File: src/rtl/adpll_lock_monitor.sv
// rtl/adpll_lock_monitor.sv - ADPLL lock monitor on the fabric clock
// Synchronises ref/gen clocks, measures their periods and runs the lock FSM.
`timescale 1ns/1ps
module adpll_lock_monitor #(
  parameter int PDET_WIDTH   = 5,
  parameter int CNT_WIDTH    = 16,
  parameter int ERR_TOL      = 1,
  parameter int PERIOD_TOL   = 2,
  parameter int LOCK_COUNT   = 16,
  parameter int UNLOCK_COUNT = 4
) (
  input  logic                  fpga_clk_i,
  input  logic                  reset_n_i,
  input  logic                  enable_i,
  input  logic                  ref_clk_i,
  input  logic                  gen_div8_i,
  input  logic [PDET_WIDTH-1:0] error_i,
  output logic                  locked_o,
  output logic                  lock_lost_o,
  output logic [1:0]            state_o,
  output logic [CNT_WIDTH-1:0]  ref_period_o,
  output logic [CNT_WIDTH-1:0]  gen_period_o,
  output logic [7:0]            loss_count_o
);

  localparam logic [1:0] S_IDLE    = 2'b00;
  localparam logic [1:0] S_ACQUIRE = 2'b01;
  localparam logic [1:0] S_LOCKED  = 2'b10;
  localparam logic [1:0] S_FAULT   = 2'b11;

  localparam logic [CNT_WIDTH-1:0] CNT_MAX = '1;
  localparam logic [CNT_WIDTH-1:0] CNT_ONE = CNT_WIDTH'(1);

  logic [1:0]            r_ref_sync;
  logic [1:0]            r_gen_sync;
  logic                  r_ref_last;
  logic                  r_gen_last;
  logic                  r_ref_edge;
  logic                  r_gen_edge;

  logic [CNT_WIDTH-1:0]  r_ref_cnt;
  logic [CNT_WIDTH-1:0]  r_gen_cnt;
  logic [CNT_WIDTH-1:0]  r_ref_period;
  logic [CNT_WIDTH-1:0]  r_gen_period;
  logic                  r_ref_miss;
  logic                  r_gen_miss;

  logic [PDET_WIDTH-1:0] r_err;
  logic                  r_period_ok;
  logic                  r_sample_vld;

  logic [1:0]            r_state;
  logic [7:0]            r_good_cnt;
  logic [7:0]            r_bad_cnt;
  logic                  r_locked;
  logic                  r_lock_lost;
  logic [7:0]            r_loss_cnt;

  logic [CNT_WIDTH:0]    w_pdiff;
  logic [CNT_WIDTH:0]    w_pdiff_abs;
  logic [PDET_WIDTH:0]   w_err_ext;
  logic [PDET_WIDTH:0]   w_err_abs;
  logic                  w_good;
  logic                  w_any_miss;
  logic [7:0]            w_good_inc;
  logic [7:0]            w_bad_inc;
  logic [1:0]            w_state_nxt;
  logic [7:0]            w_good_nxt;
  logic [7:0]            w_bad_nxt;
  logic                  w_lock_lost;
  logic                  w_locked_nxt;

  // Two sync flops, a history flop, then a registered rising-edge pulse.
  always_ff @(posedge fpga_clk_i or negedge reset_n_i) begin
    if (!reset_n_i) begin
      r_ref_sync <= 2'b00;
      r_gen_sync <= 2'b00;
      r_ref_last <= 1'b0;
      r_gen_last <= 1'b0;
      r_ref_edge <= 1'b0;
      r_gen_edge <= 1'b0;
    end else begin
      r_ref_sync <= {r_ref_sync[0], ref_clk_i};
      r_gen_sync <= {r_gen_sync[0], gen_div8_i};
      r_ref_last <= r_ref_sync[1];
      r_gen_last <= r_gen_sync[1];
      r_ref_edge <= r_ref_sync[1] & ~r_ref_last;
      r_gen_edge <= r_gen_sync[1] & ~r_gen_last;
    end
  end

  // Period counters keep running while disabled; only the captured outputs hold.
  always_ff @(posedge fpga_clk_i or negedge reset_n_i) begin
    if (!reset_n_i) begin
      r_ref_cnt    <= '0;
      r_gen_cnt    <= '0;
      r_ref_period <= '0;
      r_gen_period <= '0;
      r_ref_miss   <= 1'b0;
      r_gen_miss   <= 1'b0;
    end else begin
      if (r_ref_edge) begin
        r_ref_cnt <= CNT_ONE;
        if (enable_i) r_ref_period <= r_ref_cnt;
      end else if (r_ref_cnt != CNT_MAX) begin
        r_ref_cnt <= r_ref_cnt + CNT_ONE;
      end

      if (r_gen_edge) begin
        r_gen_cnt <= CNT_ONE;
        if (enable_i) r_gen_period <= r_gen_cnt;
      end else if (r_gen_cnt != CNT_MAX) begin
        r_gen_cnt <= r_gen_cnt + CNT_ONE;
      end

      if (!enable_i || r_ref_edge)   r_ref_miss <= 1'b0;
      else if (r_ref_cnt == CNT_MAX) r_ref_miss <= 1'b1;

      if (!enable_i || r_gen_edge)   r_gen_miss <= 1'b0;
      else if (r_gen_cnt == CNT_MAX) r_gen_miss <= 1'b1;
    end
  end

  // Period match uses the outputs as they stood before this edge's capture.
  assign w_pdiff     = {1'b0, r_ref_period} - {1'b0, r_gen_period};
  assign w_pdiff_abs = w_pdiff[CNT_WIDTH] ? (~w_pdiff + 1'b1) : w_pdiff;

  always_ff @(posedge fpga_clk_i or negedge reset_n_i) begin
    if (!reset_n_i) begin
      r_err        <= '0;
      r_period_ok  <= 1'b0;
      r_sample_vld <= 1'b0;
    end else begin
      r_sample_vld <= r_ref_edge & enable_i;
      if (r_ref_edge) begin
        r_err       <= error_i;
        r_period_ok <= (w_pdiff_abs <= (CNT_WIDTH+1)'(PERIOD_TOL));
      end
    end
  end

  // One extra bit keeps the most negative code's magnitude out of tolerance.
  assign w_err_ext  = {r_err[PDET_WIDTH-1], r_err};
  assign w_err_abs  = w_err_ext[PDET_WIDTH] ? (~w_err_ext + 1'b1) : w_err_ext;
  assign w_good     = (w_err_abs <= (PDET_WIDTH+1)'(ERR_TOL)) && r_period_ok;
  assign w_any_miss = r_ref_miss | r_gen_miss;
  assign w_good_inc = r_good_cnt + 8'd1;
  assign w_bad_inc  = r_bad_cnt + 8'd1;

  always_ff @(posedge fpga_clk_i or negedge reset_n_i) begin
    if (!reset_n_i) begin
      r_state     <= S_IDLE;
      r_good_cnt  <= 8'd0;
      r_bad_cnt   <= 8'd0;
      r_locked    <= 1'b0;
      r_lock_lost <= 1'b0;
      r_loss_cnt  <= 8'd0;
    end else begin
      r_state     <= w_state_nxt;
      r_good_cnt  <= w_good_nxt;
      r_bad_cnt   <= w_bad_nxt;
      r_locked    <= w_locked_nxt;
      r_lock_lost <= w_lock_lost;
      if (w_lock_lost && (r_loss_cnt != 8'hFF)) r_loss_cnt <= r_loss_cnt + 8'd1;
    end
  end

  always_comb begin
    w_state_nxt = r_state;
    w_good_nxt  = r_good_cnt;
    w_bad_nxt   = r_bad_cnt;
    if (!enable_i) begin
      w_state_nxt = S_IDLE;
      w_good_nxt  = 8'd0;
      w_bad_nxt   = 8'd0;
    end else if (w_any_miss && (r_state != S_IDLE)) begin
      w_state_nxt = S_FAULT;
    end else begin
      case (r_state)
        S_IDLE: begin
          w_state_nxt = S_ACQUIRE;
          w_good_nxt  = 8'd0;
        end
        S_ACQUIRE: begin
          if (r_sample_vld) begin
            if (w_good) begin
              w_good_nxt = w_good_inc;
              if (w_good_inc == 8'(LOCK_COUNT)) begin
                w_state_nxt = S_LOCKED;
                w_bad_nxt   = 8'd0;
              end
            end else begin
              w_good_nxt = 8'd0;
            end
          end
        end
        S_LOCKED: begin
          if (r_sample_vld) begin
            if (!w_good) begin
              w_bad_nxt = w_bad_inc;
              if (w_bad_inc == 8'(UNLOCK_COUNT)) begin
                w_state_nxt = S_ACQUIRE;
                w_good_nxt  = 8'd0;
              end
            end else begin
              w_bad_nxt = 8'd0;
            end
          end
        end
        default: begin
          if (!w_any_miss) begin
            w_state_nxt = S_ACQUIRE;
            w_good_nxt  = 8'd0;
          end
        end
      endcase
    end
  end

  // Disabling the monitor is never counted as a lock loss.
  always_comb begin
    w_locked_nxt = (w_state_nxt == S_LOCKED);
    w_lock_lost  = enable_i && (r_state == S_LOCKED) && (w_state_nxt != S_LOCKED);
  end

  assign locked_o     = r_locked;
  assign lock_lost_o  = r_lock_lost;
  assign state_o      = r_state;
  assign ref_period_o = r_ref_period;
  assign gen_period_o = r_gen_period;
  assign loss_count_o = r_loss_cnt;

endmodule
File: config.mk
export PLATFORM = sky130hd
export DESIGN_NAME = adpll_lock_monitor
export DESIGN_NICKNAME = d
export VERILOG_FILES = /design/src/rtl/adpll_lock_monitor.sv
export SDC_FILE = /design/constraint.sdc
export NUM_CORES = 1
export LEC_CHECK = 0
export CAP_MARGIN = 15
export CELL_PAD_IN_SITES_DETAIL_PLACEMENT = 1
export CELL_PAD_IN_SITES_GLOBAL_PLACEMENT = 1
export CORE_UTILIZATION = 30
export CTS_BUF_LIST = sky130_fd_sc_hd__clkbuf_8
export DETAILED_ROUTE_END_ITERATION = 16
export PLACE_DENSITY_LB_ADDON = 0.1
export SLEW_MARGIN = 20
export SYNTH_ARGS = -nofsm -noshare
export SYNTH_HDL_FRONTEND = slang
export SYNTH_SLANG_ARGS = --single-unit
File: constraint.sdc
create_clock -name fpga_clk_i -period 2.7 [get_ports fpga_clk_i]
set_input_delay 0.405 -clock fpga_clk_i [delete_from_list [all_inputs] [get_ports fpga_clk_i]]
set_output_delay 0.405 -clock fpga_clk_i [all_outputs]
set_load 0.1 [all_outputs]
==> impl_metrics.ini <==
[sta]
worst_pin_slew_ns = 0.636
fin_ws_ns = -0.357
setup_violations = 1
hold_viol = 0
finalMaxSlewViolations = 0
finalClockSkew_ns = 0.0150
post-route-period-util = 1.13
period_minus_slack_ns = 3.06
relSlewSlack = 0.576
max_freq_ghz = 0.327
rsz0062_at_grt = yes

[layout]
nets = 839
stdcell_count = 1078
fillerInstances = 2377
multiInputGateArea_sq_mm = 0.00354
final_cell_mix = buf_4, dfrtp_1, nor2_1
final_util = 0.398
final_common_cell = buf_4
area_growth_pct = 28.5
drive_gt1_frac = 0.312
design_area_sq_mm = 0.00815
seq_area_sq_mm = 0.00278

[global_route]
grt_max_degree = 70
grt_overflow = 0
use_met2 = 0.295
grt_pass1_vias = 5809
gr-usage-met3 = 0.0250
grt.busiest_layer = met2
grt_first_pass_wirelength_um = 30200
grt_util_all_layers = 0.176
antenna_found_initial = 0
use_met1 = 0.230

[run_status]
outcome = finished, violations left
violations = setup timing

[worst_setup_path]
reg2reg_depth = 13
r2r_slack_ns = -0.36
timing.rr.start = ref_period_o[0]
path_depth = 13
crit_path_top_delay_cell = dfrtp_4
r2r-end = r_period_ok
cp-endpoint = r_period_ok
crit_required_ns = 3.01
worstSetupEndpointType = flip-flop
crit_path_start = ref_period_o[0]
arrival_ns = 3.36
crit_type = flip-flop to flip-flop
max_stage_delay_ns = 0.50
cp.buffers_inverters = 1
start_kind = flip-flop
worst-path-max-fanout = 4
crit_family = compound AO/OA/AOI/OAI gates
critical_path.cell_chain = inv_4, ha_4, fa_2, nand2b_4, a21oi_2, or4_4, a41oi_4, o21bai_1, a21oi_1, xnor2_1, mux2i_1, o211a_1, o32ai_2

[floorplan]
start_util = 0.310
dieWidth_um = 147
core_sq_mm = 0.0205
pin_count = 54
row_count = 52
die_area_sq_mm = 0.0217
die_height_um = 147

[place]
dp_cells = 1055
place_hpwl_um = 13800
gp_congestion = 0.821
placed_cell_area_sq_mm = 0.00778
port_buffers = 53

[pwr]
internal-power_mw = 4.55
peakVddDrop_mv = 0.355
switching_share = 0.434
clock_power_share = 0.146
p_per_area_mw_per_mm2 = 986
p_seq_frac = 0.236
power.switching_mw = 3.49
combPwrFrac = 0.618
p_leak_nw = 3.68

[route]
detail-route-antenna-nets = 0
num_vias = 5471
routedWlPerCell_um = 16.7
drt_iter0_drc = 158
vias_per_cell = 5.08
wl_um = 18000
drc_errors = 0
firstDrtPassIters = 4

[clock_network]
numCtsBuffers = 9
cts_tree = done
cts_buffer_depth = 2
cts-root-buf = clkbuf_8
htreeDepth = 3
clock_latency_ns = 0.40
clock_sinks = 109
clkTransAtPathRegs_ns = 0.11

[synth]
yosysSeqAreaShare = 0.430
yosys_most_used_dff = dfrtp_1
synthArstFlopShare = 1.00
synth-xor-area-share = 0.0568
synth_mux_area_frac = 0.0694
netlist-cell-type-count = 77
synth_compound_area_frac = 0.148
ys_seq_elements = 109
synth_fp_nets = 700
syn_area_per_cell_sq_um = 9.57
yosysTopAreaCell = dfrtp_1
yosys_warnings = 0
synthSimpleGateAreaFrac = 0.207
synth_top_family_by_area = simple AND/OR/NAND/NOR gates
synthTopCellsByArea = dfrtp_1, mux2_2, ha_1, nor2_1, nand2_1
netlist_instances = 663
netlist_area_sq_mm = 0.00635
synthAdderAreaFrac = 0.0544
synth-edff-count = 0
yosysTopAreaCellShare = 0.430

[flow_run]
maxCapViolCount = 0

[min_path]
hold_path.class = flip-flop to flip-flop
-- cells in the mapped netlist (3+ instances only) --
cell type and count:
mux2_2 32, nor3b_1 6, dfrtp_1 109, ha_1 26
buf_2 3, a21o_1 5, nor2b_1 7, a21oi_1 26
mux2i_1 8, and2_1 6, clkbuf_1 12, o21bai_1 6
nand2_1 59, nand3_1 34, xor2_1 18, inv_1 37
or2_2 7, nor4_1 6, nand4_1 5, o22ai_1 3
a211oi_1 3, xnor2_1 20, o21a_1 6, and4_1 4
or3_1 10, nor3_1 21, a31oi_1 4, nand2b_1 6
o21ai_0 39, and3_1 10, o31ai_1 4, nor2_1 66
-- cell type report --
type,count,area share
clock buffer,9,0.0152
antenna,1,0.000307
tap,270,0.0414
clock inverter,7,0.0121
multi-input combinational,498,0.434
timing repair buffer,146,0.139
sequential,109,0.340
inverter,38,0.0178
-- routing by layer --
layer  vias to the layer above  part of all wire
met2                        69              0.48
met4                         0             0.025
li1                       2634                 -
met1                      2746              0.47
met3                        22             0.023
met5                         -                 0
-- power groups by stage --
stage | Clock (mW) | Sequential, mW | Combinational [mW]
after floorplan | 0 | 2.35 | 2.66
after detailed placement | 0 | 1.93 | 4.65
final | 1.18 | 1.90 | 4.97
after global routing | 1.27 | 1.92 | 5.43
after global placement | 0 | 1.92 | 4.58
after CTS | 1.22 | 1.90 | 4.95
-- state kept, by name (all words and copies together), names as in the netlist --
signal,cells
r_ref_last,1
gen_period_o,16
r_bad_cnt,8
r_gen_last,1
state_o,2
r_ref_sync,2
r_err,5
r_gen_sync,2
r_period_ok,1
r_gen_edge,1
r_ref_miss,1
r_ref_cnt,16
r_sample_vld,1
ref_period_o,16
r_gen_cnt,16
r_ref_edge,1
locked_o,1
r_good_cnt,8
lock_lost_o,1
r_gen_miss,1
loss_count_o,8
-- worst min-delay path by stage --
stage                            end  slack [ns]  cells after the start          start
finish                 r_ref_sync[1]        0.36                      0  r_ref_sync[0]
detailed placement     r_gen_sync[1]        0.34                      0  r_gen_sync[0]
global placement       r_gen_sync[1]        0.33                      0  r_gen_sync[0]
floorplan           gen_period_o[10]        0.11                      0      reset_n_i
global route           r_ref_sync[1]        0.37                      0  r_ref_sync[0]
CTS                    r_ref_sync[1]        0.36                      0  r_ref_sync[0]
-- through the flow --
step | TNS [ns] | setup slack [ns] | hold WS [ns] | power (mW)
floorplan | -0.420 | -0.420 | 0.109 | 5.00
global placement | -0.461 | -0.461 | 0.333 | 6.50
detailed placement | -0.541 | -0.541 | 0.336 | 6.59
CTS | -0.383 | -0.383 | 0.361 | 8.07
global route | -0.592 | -0.592 | 0.368 | 8.63
finish | -0.357 | -0.357 | 0.357 | 8.04
-- cells by family after synthesis --
kind of cell | Yosys count
simple gates | 260
fa+ha+maj | 27
compound gates | 132
flops | 109
xor+xnor | 39
mux | 40
buf+inv | 56
-- repair_timing --
action / CTS / global route
hold buffers: 1 / 0
pin swaps: 13 / 2
setup endpoints to repair: 1 / 7
setup buffers: 5 / 0
gates resized for setup: 11 / 8
endpoints found under the hold margin: 24 / 0
(Power assumes the default switching activity.)
